--- config.mk ---
export PLATFORM = sky130hd
export DESIGN_NAME = sayeh_alu_flat
export DESIGN_NICKNAME = d
export VERILOG_FILES = /design/src/rtl/sayeh_pkg.sv /design/src/rtl/sayeh_alu_if.sv /design/src/rtl/sayeh_alu_mul.sv /design/src/rtl/sayeh_alu.sv /design/src/flat_wrapper.sv
export SDC_FILE = /design/constraint.sdc
export NUM_CORES = 1
export LEC_CHECK = 0
export ABC_AREA = 0
export CAP_MARGIN = 20
export CORE_UTILIZATION = 61
export CTS_BUF_LIST = sky130_fd_sc_hd__clkbuf_4
export DETAILED_ROUTE_END_ITERATION = 12
export PLACE_DENSITY = 0.84
export SLEW_MARGIN = 20
export SYNTH_ARGS = -nofsm -noshare
export SYNTH_HDL_FRONTEND = slang
export SYNTH_SLANG_ARGS = --single-unit
--- constraint.sdc ---
create_clock -name clk -period 4.29 [get_ports clk]
set_input_delay 1.0725 -clock clk [delete_from_list [all_inputs] [get_ports clk]]
set_output_delay 1.0725 -clock clk [all_outputs]
set_load 0.005 [all_outputs]
--- src/rtl/sayeh_pkg.sv ---
// Shared constants for the SAYEH ALU stage: widths, op codes and FSM states.
package sayeh_pkg;
  localparam int DATA_W = 16;
  localparam int MUL_W  = 8;

  localparam logic [3:0] OP_PASSB = 4'd0;
  localparam logic [3:0] OP_AND   = 4'd1;
  localparam logic [3:0] OP_OR    = 4'd2;
  localparam logic [3:0] OP_NOTB  = 4'd3;
  localparam logic [3:0] OP_SHLB  = 4'd4;
  localparam logic [3:0] OP_SHRB  = 4'd5;
  localparam logic [3:0] OP_ADD   = 4'd6;
  localparam logic [3:0] OP_SUB   = 4'd7;
  localparam logic [3:0] OP_MUL   = 4'd8;
  localparam logic [3:0] OP_CMP   = 4'd9;

  typedef enum logic [1:0] {
    S_IDLE,
    S_MUL,
    S_FIN
  } state_t;
endpackage

--- src/rtl/sayeh_alu_if.sv ---
// Controller/register-file side bundle of the SAYEH ALU stage.
interface sayeh_alu_if;
  import sayeh_pkg::*;

  logic [DATA_W-1:0] a;
  logic [DATA_W-1:0] b;
  logic [3:0]        op;
  logic              start;
  logic              cset;
  logic              creset;
  logic              zset;
  logic              zreset;
  logic [DATA_W-1:0] result;
  logic              busy;
  logic              done;
  logic              cflag;
  logic              zflag;

  modport master (
    output a, b, op, start, cset, creset, zset, zreset,
    input  result, busy, done, cflag, zflag
  );

  modport slave (
    input  a, b, op, start, cset, creset, zset, zreset,
    output result, busy, done, cflag, zflag
  );
endinterface

--- src/rtl/sayeh_alu_mul.sv ---
// 8x8 unsigned shift-add multiplier: one partial product per step, product valid after 8 steps.
module shift_add_multiplier
  import sayeh_pkg::*;
(
  input  logic              clk,
  input  logic              reset,
  input  logic              load,
  input  logic              step,
  input  logic [MUL_W-1:0]  multiplicand,
  input  logic [MUL_W-1:0]  multiplier,
  output logic [DATA_W-1:0] product,
  output logic [2:0]        count
);
  logic [DATA_W-1:0] acc_reg;
  logic [DATA_W-1:0] mcand_reg;
  logic [MUL_W-1:0]  mplier_reg;
  logic [2:0]        count_reg;

  // Operands are captured on load so the caller may change its buses mid-multiply.
  always_ff @(posedge clk or posedge reset) begin
    if (reset) begin
      acc_reg    <= '0;
      mcand_reg  <= '0;
      mplier_reg <= '0;
      count_reg  <= '0;
    end else if (load) begin
      acc_reg    <= '0;
      mcand_reg  <= {{(DATA_W-MUL_W){1'b0}}, multiplicand};
      mplier_reg <= multiplier;
      count_reg  <= '0;
    end else if (step) begin
      if (mplier_reg[0])
        acc_reg <= acc_reg + mcand_reg;
      mcand_reg  <= {mcand_reg[DATA_W-2:0], 1'b0};
      mplier_reg <= {1'b0, mplier_reg[MUL_W-1:1]};
      count_reg  <= count_reg + 3'd1;
    end
  end

  assign product = acc_reg;
  assign count   = count_reg;
endmodule

--- src/rtl/sayeh_alu.sv ---
// SAYEH registered ALU stage: single-cycle logic/arith ops, multi-cycle MUL, C/Z flags.
module sayeh_alu
  import sayeh_pkg::*;
(
  input logic        clk,
  input logic        reset,
  sayeh_alu_if.slave bus
);
  state_t            state_reg, state_next;
  logic [DATA_W-1:0] result_reg, result_next;
  logic [DATA_W-1:0] wr_val, product;
  logic              c_reg, c_next, c_alu;
  logic              z_reg, z_next, z_alu;
  logic              done_reg, done_next;
  logic              wr, mul_load, mul_step;
  logic [2:0]        step_count;
  logic [DATA_W:0]   sum, diff;

  // Bit DATA_W of diff is the borrow out of A - B - C.
  assign sum  = {1'b0, bus.a} + {1'b0, bus.b} + {{DATA_W{1'b0}}, c_reg};
  assign diff = {1'b0, bus.a} - {1'b0, bus.b} - {{DATA_W{1'b0}}, c_reg};

  shift_add_multiplier u_mul (
    .clk          (clk),
    .reset        (reset),
    .load         (mul_load),
    .step         (mul_step),
    .multiplicand (bus.a[MUL_W-1:0]),
    .multiplier   (bus.b[MUL_W-1:0]),
    .product      (product),
    .count        (step_count)
  );

  always_comb begin
    state_next = state_reg;
    wr         = 1'b0;
    wr_val     = result_reg;
    c_alu      = c_reg;
    z_alu      = z_reg;
    done_next  = 1'b0;
    mul_load   = 1'b0;
    mul_step   = 1'b0;

    case (state_reg)
      S_IDLE: begin
        if (bus.start) begin
          if (bus.op == OP_MUL) begin
            mul_load   = 1'b1;
            state_next = S_MUL;
          end else begin
            done_next = 1'b1;
            case (bus.op)
              OP_PASSB: begin wr = 1'b1; wr_val = bus.b; end
              OP_AND:   begin wr = 1'b1; wr_val = bus.a & bus.b; end
              OP_OR:    begin wr = 1'b1; wr_val = bus.a | bus.b; end
              OP_NOTB:  begin wr = 1'b1; wr_val = ~bus.b; end
              OP_SHLB: begin
                wr     = 1'b1;
                wr_val = {bus.b[DATA_W-2:0], 1'b0};
                c_alu  = bus.b[DATA_W-1];
              end
              OP_SHRB: begin
                wr     = 1'b1;
                wr_val = {1'b0, bus.b[DATA_W-1:1]};
                c_alu  = bus.b[0];
              end
              OP_ADD: begin
                wr     = 1'b1;
                wr_val = sum[DATA_W-1:0];
                c_alu  = sum[DATA_W];
              end
              OP_SUB: begin
                wr     = 1'b1;
                wr_val = diff[DATA_W-1:0];
                c_alu  = diff[DATA_W];
              end
              OP_CMP: begin
                c_alu = (bus.a < bus.b);
                z_alu = (bus.a == bus.b);
              end
              default: ;
            endcase
          end
        end
      end
      S_MUL: begin
        mul_step = 1'b1;
        if (step_count == 3'(MUL_W-1))
          state_next = S_FIN;
      end
      S_FIN: begin
        wr         = 1'b1;
        wr_val     = product;
        c_alu      = 1'b0;
        done_next  = 1'b1;
        state_next = S_IDLE;
      end
      default: state_next = S_IDLE;
    endcase

    result_next = wr ? wr_val : result_reg;
    if (wr)
      z_alu = (wr_val == '0);

    // Direct flag control beats the ALU update; reset beats set.
    c_next = bus.creset ? 1'b0 : (bus.cset ? 1'b1 : c_alu);
    z_next = bus.zreset ? 1'b0 : (bus.zset ? 1'b1 : z_alu);
  end

  always_ff @(posedge clk or posedge reset) begin
    if (reset) begin
      state_reg  <= S_IDLE;
      result_reg <= '0;
      c_reg      <= 1'b0;
      z_reg      <= 1'b0;
      done_reg   <= 1'b0;
    end else begin
      state_reg  <= state_next;
      result_reg <= result_next;
      c_reg      <= c_next;
      z_reg      <= z_next;
      done_reg   <= done_next;
    end
  end

  assign bus.result = result_reg;
  assign bus.cflag  = c_reg;
  assign bus.zflag  = z_reg;
  assign bus.done   = done_reg;
  assign bus.busy   = (state_reg == S_MUL);
endmodule
--- src/flat_wrapper.sv ---
// flat-port wrapper written by rule: the top's interface ports become plain ports
module sayeh_alu_flat import sayeh_pkg::*;
  (clk, reset, bus_a, bus_b, bus_op, bus_start, bus_cset, bus_creset, bus_zset, bus_zreset, bus_result, bus_busy, bus_done, bus_cflag, bus_zflag);
  sayeh_alu_if bus_i ();
  input logic clk;
  input logic reset;
  input wire logic [$bits(bus_i.a)-1:0] bus_a;
  input wire logic [$bits(bus_i.b)-1:0] bus_b;
  input wire logic [$bits(bus_i.op)-1:0] bus_op;
  input wire logic [$bits(bus_i.start)-1:0] bus_start;
  input wire logic [$bits(bus_i.cset)-1:0] bus_cset;
  input wire logic [$bits(bus_i.creset)-1:0] bus_creset;
  input wire logic [$bits(bus_i.zset)-1:0] bus_zset;
  input wire logic [$bits(bus_i.zreset)-1:0] bus_zreset;
  output wire logic [$bits(bus_i.result)-1:0] bus_result;
  output wire logic [$bits(bus_i.busy)-1:0] bus_busy;
  output wire logic [$bits(bus_i.done)-1:0] bus_done;
  output wire logic [$bits(bus_i.cflag)-1:0] bus_cflag;
  output wire logic [$bits(bus_i.zflag)-1:0] bus_zflag;
  assign bus_i.a = bus_a;
  assign bus_i.b = bus_b;
  assign bus_i.op = bus_op;
  assign bus_i.start = bus_start;
  assign bus_i.cset = bus_cset;
  assign bus_i.creset = bus_creset;
  assign bus_i.zset = bus_zset;
  assign bus_i.zreset = bus_zreset;
  assign bus_result = bus_i.result;
  assign bus_busy = bus_i.busy;
  assign bus_done = bus_i.done;
  assign bus_cflag = bus_i.cflag;
  assign bus_zflag = bus_i.zflag;
  sayeh_alu u_core (.clk(clk), .reset(reset), .bus(bus_i));
endmodule
==> results.sh, run 1 <==
export IMPL_r2r_end="u_core.bus.zflag"
export IMPL_drc=0
export IMPL_vias=7705
export IMPL_clock_sinks=64
export IMPL_ant_nets=0
export IMPL_worst_slack_ns=0.0873
export IMPL_htree_levels=3
export IMPL_final_cell_area_sq_mm=0.00876
export IMPL_slew_violations=0
export IMPL_diodes=0
export IMPL_nets=1188
export IMPL_critPathKind="in -> reg"
export IMPL_clock_latency_ns=0.40
export IMPL_peakVddDrop_v=0.000414
export IMPL_relSlewSlack=0.408
export IMPL_cts_root_buf="clkbuf_4"
export IMPL_antenna_found_initial=0
export IMPL_critPathCapture="u_core.bus.zflag"
export IMPL_grt_max_degree=34
export IMPL_synth_area_leaders="dfrtp_1 23%, ha_1 17%, o21ai_0 5.0%"
export IMPL_startpoint_type="primary input"
export IMPL_ys_types=74
export IMPL_min_path_type="reg -> reg"
export IMPL_max_freq_mhz=238
export IMPL_first_pass_iters=6
export IMPL_wl_per_cell_um=20.0
export IMPL_crit_path_max_fanout=3
export IMPL_final_cell_mix="134 x buf_4, 95 x ha_1, 91 x nand2_1"
export IMPL_netlist_instances=879
export IMPL_synth_seq_cells=64
export IMPL_ff2ff_path_depth=12
export IMPL_power_density_mw_per_mm2=378
export IMPL_die_h_um=109
export IMPL_start_util=0.632
export IMPL_grt_pass1_wl_mm=37.2
export IMPL_die_w_um=109
export IMPL_drive_gt1_frac=0.173
export IMPL_r2r_start="u_core.bus.cflag"
export IMPL_syn_nets=1022
export IMPL_synth_top_area_frac=0.231
export IMPL_dp_hpwl_mm=18.8
export IMPL_io_pins=63
export IMPL_finalClockSkew_ns=0.0109
export IMPL_rows=38
export IMPL_required_ns=4.63
export IMPL_ys_seq_area_frac=0.231
export IMPL_avgSynthCellArea_sq_um=7.89
export IMPL_min_path_cells=1
export IMPL_async_flop_share=1.00
export IMPL_maxCapViolations=0
export IMPL_cts_hold_buf=0
export IMPL_startpoint="bus_a[7]"
export IMPL_finalHoldViolations=0
export IMPL_cp_end_kind="flop"
export IMPL_rrSetupSlack_ns=0.45
export IMPL_tightest_slew_ns=0.887
export IMPL_fin_crit_sh=0.980
export IMPL_place_congestion=1.04
export IMPL_p_leak_uw=0.00420
export IMPL_status="complete, no violations"
export IMPL_track_usage=0.415
export IMPL_fin_crit_ns=4.20
export IMPL_wl_mm=23.8
export IMPL_layout_commonest_cell="buf_4"
export IMPL_cts_buffer_depth=2
export IMPL_rsz0062_at_grt="no"
export IMPL_fillers=764
export IMPL_dp_slack_ns=-0.669
export IMPL_ys_warn_count=0
export IMPL_clk_pin_slew_worst_paths_ns=0.11
export IMPL_die_area_sq_mm=0.0118
export IMPL_grt_pass1_vias=7263
export IMPL_cts_tree="done"
export IMPL_via_per_inst=6.47
export IMPL_placed_area_sq_mm=0.00853
export IMPL_drt_iter0_drc=866
export IMPL_core_sq_mm=0.0110
export IMPL_global_route_overflow_total=0
export IMPL_yosys_most_used_dff="dfrtp_1"
export IMPL_synth_top_cell_by_area="dfrtp_1"
export IMPL_crit_arrival_ns=4.54
export IMPL_cts_buffers=9
export IMPL_area_growth_pct=26.2
export IMPL_syn_cell_area_sq_mm=0.00694
export IMPL_setup_viol=0
export IMPL_synth_edf_count=0
export IMPL_io_buffers=62
power by group:
part	internal (uW)	switching (uW)	leakage, uW
logic	846	993	0.00329
clock network	182	233	0.0000738
registers	821	232	0.000839
cells in the mapped netlist, types with 5 or more instances:
cell / number
ha_1: 95
nand2_1: 91
inv_1: 75
o21ai_0: 70
dfrtp_1: 64
a21oi_1: 63
nor2_1: 60
nand3_1: 33
clkbuf_1: 28
xnor2_1: 20
a22oi_1: 19
mux2i_1: 19
nand2b_1: 19
a31oi_1: 17
nor3_1: 14
xor2_1: 14
nor2b_1: 10
a21o_1: 9
o211ai_1: 9
o31ai_1: 9
buf_2: 7
nor4_1: 7
a211oi_1: 6
and3_1: 6
a221oi_1: 5
buf_1: 5
fa_1: 5
nand4_1: 5
o21bai_1: 5
o32ai_1: 5
metal layers:
metal  routed length [um]  track usage  up-vias
met5                    0            0        -
met4                 1160        0.179        0
met3                 2360       0.0699       93
met2                10700        0.662      476
met1                 9580        0.554     3639
li1                     -            -     3497
worst min path at each step:
stage                                     startpoint                          to  slack (ns)
final                       u_core.u_mul.product[15]    u_core.u_mul.product[15]        0.50
after global routing        u_core.u_mul.product[15]    u_core.u_mul.product[15]        0.53
after CTS                 u_core.u_mul.mplier_reg[5]  u_core.u_mul.mplier_reg[5]        0.50
after detailed placement  u_core.u_mul.mplier_reg[5]  u_core.u_mul.mplier_reg[5]        0.47
after floorplan             u_core.u_mul.product[15]    u_core.u_mul.product[15]        0.45
after global placement    u_core.u_mul.mplier_reg[3]  u_core.u_mul.mplier_reg[3]        0.46
metrics by stage:
step / util / instances / total power [uW] / setup TNS [ns] / hold WS, ns
final: 0.798 / 1190 / 3310 / 0 / 0.504
after CTS: 0.792 / 1187 / 3250 / 0 / 0.499
after global routing: 0.798 / 1190 / 3520 / 0 / 0.528
after detailed placement: 0.777 / 1169 / 2810 / -2.48 / 0.473
after floorplan: - / 879 / 2070 / 0 / 0.445
after global placement: 0.777 / 1169 / 2720 / -1.57 / 0.462
kinds of logic after synthesis:
group | Yosys count | share of synthesized area
AO/OA/AOI/OAI | 274 | 0.261
XOR/XNOR | 34 | 0.0429
adder cells (fa/ha/maj) | 100 | 0.186
buffers and inverters | 119 | 0.0683
flip-flops | 64 | 0.231
multiplexers | 20 | 0.0290
AND/OR/NAND/NOR | 268 | 0.183
critical path: stages:
cell and delay [ns]:
clkdlybuf4s50_1 0.56, inv_1 0.09, ha_1 0.30, ha_1 0.30
and2_1 0.16, and3_1 0.18, o311a_4 0.22, nor2_1 0.06
buf_4 0.14, nor4b_1 0.13, or4_1 0.54, a21oi_1 0.20
a21oi_1 0.10, nor4_2 0.29, a31o_1 0.18
area by class of cell:
class                   count  area (sq um)  area share
multi-input cells         696          4920       0.562
well taps                 140           175      0.0200
clock buffers              10          75.1     0.00857
inverters                  76           285      0.0326
flip-flops and latches     64          1600       0.183
clock inverters             6          60.1     0.00686
repair buffers            198          1640       0.187
repair_timing:
action,in CTS,in global routing
setup endpoints to repair,2,2
buffers inserted,2,3
pin swaps,6,10
gates resized for setup,10,17
Note: power is estimated with default switching activity, not from simulation.
==> inputs of run 2 (changes only) <==
--- a/config.mk
+++ b/config.mk
@@ -7,6 +7,7 @@
 export LEC_CHECK = 0
 export ABC_AREA = 0
 export CAP_MARGIN = 20
+export CORE_ASPECT_RATIO = 1.75
 export CORE_UTILIZATION = 61
 export CTS_BUF_LIST = sky130_fd_sc_hd__clkbuf_4
 export DETAILED_ROUTE_END_ITERATION = 12
==> run 2 against run 1 <==
Largest power group unchanged; sequential cell count unchanged; utilization about the same; fmax about the same; non-clock buffer count rose by 19; critical endpoint unchanged; clock-buffer cell count increased by 1; sequential power about the same.
==> results.sh, run 2 (synthesis results as in run 1) <==
export IMPL_drive_gt1_frac=0.181
export IMPL_nets=1207
export IMPL_die_h_um=143
export IMPL_grt_pass1_wl_mm=41.8
export IMPL_min_path_type="reg -> reg"
export IMPL_whs_ns=0.488
export IMPL_core_sq_mm=0.0111
export IMPL_fillers=780
export IMPL_critPathKind="in -> reg"
export IMPL_global_route_overflow_total=0
export IMPL_cts_hold_buf=0
export IMPL_p_leak_uw=0.00427
export IMPL_required_ns=4.67
export IMPL_area_growth_pct=27.6
export IMPL_rows=51
export IMPL_rsz0062_at_grt="no"
export IMPL_ant_nets=0
export IMPL_clock_latency_ns=0.43
export IMPL_grt_max_degree=44
export IMPL_slowest_delay_ns=0.59
export IMPL_antenna_found_initial=1
export IMPL_via_per_inst=6.65
export IMPL_io_pins=63
export IMPL_cts_root_buf="clkbuf_4"
export IMPL_worst_slack_ns=0.0836
export IMPL_fin_setup_tns_ns=0
export IMPL_clk_pin_slew_worst_paths_ns=0.11
export IMPL_dp_hpwl_mm=20.4
export IMPL_busiest_layer="met2"
export IMPL_htree_levels=3
export IMPL_setup_viol=0
export IMPL_finalHoldViolations=0
export IMPL_finalClockSkew_ns=0.0133
export IMPL_r2r_start="u_core.bus.cflag"
export IMPL_maxCapViolations=0
export IMPL_die_w_um=82.6
export IMPL_first_pass_iters=9
export IMPL_grt_pass1_vias=7924
export IMPL_fin_crit_sh=0.981
export IMPL_cts_buffer_depth=2
export IMPL_gr_usage_met1=0.525
export IMPL_power_density_mw_per_mm2=379
export IMPL_start_util=0.625
export IMPL_max_freq_mhz=238
export IMPL_slew_violations=0
export IMPL_cts_buffers=9
export IMPL_cp_end_kind="flop"
export IMPL_relSlewSlack=0.395
export IMPL_fin_crit_ns=4.21
export IMPL_min_path_cells=2
export IMPL_utilization=0.798
export IMPL_drt_iter0_drc=910
export IMPL_rrSetupSlack_ns=0.59
export IMPL_ff2ff_path_depth=14
export IMPL_drc=0
export IMPL_startpoint="bus_a[7]"
export IMPL_cts_tree="done"
export IMPL_tightest_slew_ns=0.905
export IMPL_peakVddDrop_v=0.000426
export IMPL_crit_arrival_ns=4.59
export IMPL_crit_chain="clkdlybuf4s50_1 -> inv_1 -> ha_1 -> ha_1 -> and2_1 -> and3_1 -> o311a_1 -> nor2_1 -> buf_4 -> nor4b_1 -> or4_1 -> a21oi_1 -> a21oi_1 -> nor4_2 -> a31o_1"
export IMPL_track_usage=0.485
export IMPL_slowest_stage="clkdlybuf4s50_1"
export IMPL_wl_per_cell_um=22.2
export IMPL_place_congestion=1.09
export IMPL_hp_start="u_core.u_mul.mplier_reg[6]"
export IMPL_io_buffers=62
export IMPL_crit_path_max_fanout=3
export IMPL_die_area_sq_mm=0.0118
export IMPL_layout_commonest_cell="buf_4"
export IMPL_dp_slack_ns=-0.613
export IMPL_vias=7992
export IMPL_grt_util_met2=0.790
export IMPL_final_cell_mix="154 x buf_4, 95 x ha_1, 91 x nand2_1"
export IMPL_wl_mm=26.7
export IMPL_clock_sinks=64
export IMPL_status="complete, no violations"
export IMPL_gr_usage_met3=0.141
export IMPL_startpoint_type="primary input"
==> run 2: changes by cell type in the layout (fill, tap and decap cells not counted), sizes merged <==
| cell | change |
|---|---|
| diode | +1 |
| clkinv | -1 |
| clkinvlp | +1 |
| dlygate4sd2 | +2 |
| clkbuf | -1 |
| dlymetal6s2s | -1 |
| buf | +19 |
| bufinv | -1 |
| clkdlybuf4s50 | +1 |
==> run 2: routing by layer <==
layer,share of wire,up-vias
li1,-,3527
met1,0.35,3758
met2,0.48,528
met3,0.090,179
met4,0.079,0
met5,0,-
==> run 2: final cells by class <==
cell class              instances  area, sq um  area share
multi-input cells             696         4900       0.554
repair buffers                217         1780       0.201
flip-flops and latches         64         1600       0.181
inverters                      76          285      0.0322
well taps                     132          165      0.0186
clock buffers                  11         82.6     0.00932
clock inverters                 5         33.8     0.00381
diodes                          1         2.50    0.000283
==> run 2: report_power, final <==
group / internal [uW] / total [uW] / switching, uW
Sequential: 821 / 1060 / 241
Combinational: 877 / 1940 / 1060
Clock: 131 / 356 / 225
Total: 1830 / 3350 / 1520
==> run 2: path summary, 6_finish.rpt <==
path,end
max in group asynchronous,u_core.u_mul.mcand_reg[13]
setup / recovery,u_core.bus.zflag
hold reg to reg,u_core.u_mul.mplier_reg[6]
min in group asynchronous,u_core.u_mul.mplier_reg[6]
hold / removal,u_core.u_mul.mplier_reg[6]
setup reg to reg,u_core.bus.zflag
==> run 2: per-stage QoR <==
stage | total power, uW | instance area [sq um] | instances
6_report | 3350 | 8860 | 1202
5_1_grt | 3540 | 8860 | 1202
4_1_cts | 3260 | 8820 | 1200
3_5_place_dp | 2870 | 8680 | 1182
3_3_place_gp | 2760 | 8680 | 1182
2_1_floorplan | 2070 | 6940 | 879
==> run 2: worst max-delay path, delay by kind of cell <==
kind / cells / cell delay [ns]
AND/OR/NAND/NOR: 6 / 1.38
buffers and inverters: 3 / 0.84
AO/OA/AOI/OAI: 4 / 0.67
adder cells (fa/ha/maj): 2 / 0.62
==> run 2: repair_timing <==
item | CTS | global route
setup buffers | 2 | 1
endpoints found under the setup margin | 2 | 2
resized for setup | 6 | 7
endpoints found under the hold margin | 0 | 0
pin swaps | 4 | 3
==> inputs of run 3 (changes only) <==
--- a/config.mk
+++ b/config.mk
@@ -11,6 +11,7 @@
 export CORE_UTILIZATION = 61
 export CTS_BUF_LIST = sky130_fd_sc_hd__clkbuf_4
 export DETAILED_ROUTE_END_ITERATION = 12
+export GPL_ROUTABILITY_DRIVEN = 0
 export PLACE_DENSITY = 0.84
 export SLEW_MARGIN = 20
 export SYNTH_ARGS = -nofsm -noshare
==> run 3 against run 2 <==
Global-route usage shrank 0.73 points; worst setup slack better by 0.034 ns; combinational power is 3% lower; sequential power hardly changed; via count decreased by 0.23%; die area unchanged; first-iteration DRC count is 10% higher; register-to-register slack worse by 0.20 ns; hold slack better by 0.020 ns; sequential share of layout area increased by 0.16 points.
==> results.sh, run 3 (synthesis results as in run 1) <==
export IMPL_final_cell_mix="129 x buf_4, 95 x ha_1, 91 x nand2_1"
export IMPL_crit_family="compound AO/OA/AOI/OAI gates"
export IMPL_start_util=0.625
export IMPL_maxCapViolations=0
export IMPL_relSlewSlack=0.416
export IMPL_clock_latency_ns=0.43
export IMPL_io_buffers=62
export IMPL_worst_path_buf_inv=3
export IMPL_status="complete, no violations"
export IMPL_cts_buffers=9
export IMPL_setup_viol=0
export IMPL_cp_end_kind="flop"
export IMPL_die_h_um=143
export IMPL_dp_hpwl_mm=19.3
export IMPL_ant_nets=0
export IMPL_first_pass_iters=8
export IMPL_antenna_found_initial=1
export IMPL_met1_length_mm=8.40
export IMPL_dr_wl_met3_mm=2.63
export IMPL_nets=1184
export IMPL_fin_crit_sh=0.973
export IMPL_via_per_inst=6.76
export IMPL_vias=7974
export IMPL_met2_length_mm=12.3
export IMPL_grt_pass1_vias=8033
export IMPL_crit_path_max_fanout=3
export IMPL_drive_gt1_frac=0.172
export IMPL_peakVddDrop_v=0.000543
export IMPL_cts_buffer_depth=2
export IMPL_max_freq_mhz=240
export IMPL_wl_mm=25.7
export IMPL_cts_root_buf="clkbuf_4"
export IMPL_clk_pin_slew_worst_paths_ns=0.11
export IMPL_p_leak_uw=0.00420
export IMPL_layout_commonest_cell="buf_4"
export IMPL_rsz0062_at_grt="no"
export IMPL_drt_iter0_drc=1001
export IMPL_grt_pass1_wl_mm=41.6
export IMPL_tightest_slew_ns=0.874
export IMPL_cts_tree="done"
export IMPL_clock_sinks=64
export IMPL_area_growth_pct=26.5
export IMPL_global_route_overflow_total=0
export IMPL_required_ns=4.67
export IMPL_critPathKind="in -> reg"
export IMPL_crit_arrival_ns=4.55
export IMPL_finalHoldViolations=0
export IMPL_core_sq_mm=0.0111
export IMPL_whs_ns=0.507
export IMPL_slew_violations=0
export IMPL_crit_chain="clkdlybuf4s50_1 -> inv_1 -> ha_1 -> ha_1 -> o21a_1 -> a2bb2oi_1 -> a32o_2 -> buf_4 -> nor2_1 -> a32oi_1 -> nor2_1 -> a211oi_1 -> o21ai_0 -> nor4_1 -> a31o_1"
export IMPL_drc=0
export IMPL_wl_per_cell_um=21.8
export IMPL_track_usage=0.478
export IMPL_power_density_mw_per_mm2=389
export IMPL_die_area_sq_mm=0.0118
export IMPL_slowest_stage="clkdlybuf4s50_1"
export IMPL_startpoint_type="primary input"
export IMPL_slowest_delay_ns=0.52
export IMPL_fin_crit_ns=4.17
export IMPL_route_top_layer_used="met5"
export IMPL_min_path_type="reg -> reg"
export IMPL_die_w_um=82.6
export IMPL_utilization=0.791
export IMPL_rows=51
export IMPL_htree_levels=3
export IMPL_grt_max_degree=34
export IMPL_cts_hold_buf=0
export IMPL_io_pins=63
export IMPL_finalClockSkew_ns=0.0104
export IMPL_fillers=744
-- run 3: cell count changes in the layout (fill, tap and decap cells not counted), moves of 2 or more --
| cell | change |
|---|---|
| clkdlybuf4s50_1 | -2 |
| inv_2 | +2 |
| dlymetal6s2s_1 | +2 |
| buf_4 | -25 |
| clkbuf_2 | +2 |
| inv_1 | -2 |
| o21ai_0 | -2 |
| dlygate4sd2_1 | -2 |
| bufinv_16 | +2 |
-- run 3: through the flow --
stage          total power (uW)  setup TNS, ns  instances  setup slack, ns  instance area, sq um
2_1_floorplan              2070              0        879            0.163                  6940
3_3_place_gp               2720          -1.63       1160           -0.555                  8530
3_5_place_dp               2830          -2.03       1160           -0.617                  8530
4_1_cts                    3310              0       1176           0.0558                  8690
5_1_grt                    3630              0       1179           0.0362                  8780
6_report                   3420              0       1179            0.118                  8780
-- run 3: worst register-to-register path, cell delays in order (launching register included) --
cell	delay, ns
dfrtp_1	0.41
buf_4	0.17
fa_2	0.60
inv_1	0.06
ha_1	0.17
o21ai_0	0.18
nand2_1	0.17
xor2_1	0.19
a221oi_1	0.38
o21ai_0	0.17
or4_4	0.51
a2111o_1	0.41
nor4_2	0.25
a31o_1	0.17
-- run 3: final timing paths --
check	end	slack [ns]	cells after the start	start
setup / recovery	u_core.bus.zflag	0.12	15	bus_a[5]
hold / removal	u_core.u_mul.mplier_reg[2]	0.51	2	u_core.u_mul.mplier_reg[2]
setup reg to reg	u_core.bus.zflag	0.39	13	u_core.bus.cflag
hold reg to reg	u_core.u_mul.mplier_reg[2]	0.51	2	u_core.u_mul.mplier_reg[2]
max in group asynchronous	u_core.bus.result[12]	2.56	3	reset
min in group asynchronous	u_core.u_mul.mplier_reg[4]	1.02	2	reset
-- run 3: routing by layer --
| metal | vias to the layer above | GRT usage |
|---|---|---|
| li1 | 3474 | - |
| met1 | 3663 | 0.496 |
| met2 | 610 | 0.736 |
| met3 | 225 | 0.209 |
| met4 | 2 | 0.368 |
| met5 | - | 0.0286 |
-- run 3: power breakdown --
group	switching (uW)	internal (uW)
sequential	236	821
combinational	1040	859
clock	225	240
-- run 3: final cells by class --
| cell class | count | area (sq um) | area share |
|---|---|---|---|
| inverters | 76 | 285 | 0.0325 |
| well taps | 132 | 165 | 0.0188 |
| repair buffers | 194 | 1620 | 0.185 |
| flip-flops and latches | 64 | 1600 | 0.182 |
| diodes | 1 | 2.50 | 0.000285 |
| clock inverters | 6 | 83.8 | 0.00955 |
| multi-input cells | 696 | 4940 | 0.563 |
| clock buffers | 10 | 75.1 | 0.00855 |
-- run 3: what timing repair did --
action                     in CTS  in global routing
gates cloned                    0                  0
buffers inserted                0                  2
setup endpoints to repair       2                  3
pin swaps                       1                  8
resized for setup               7                 23
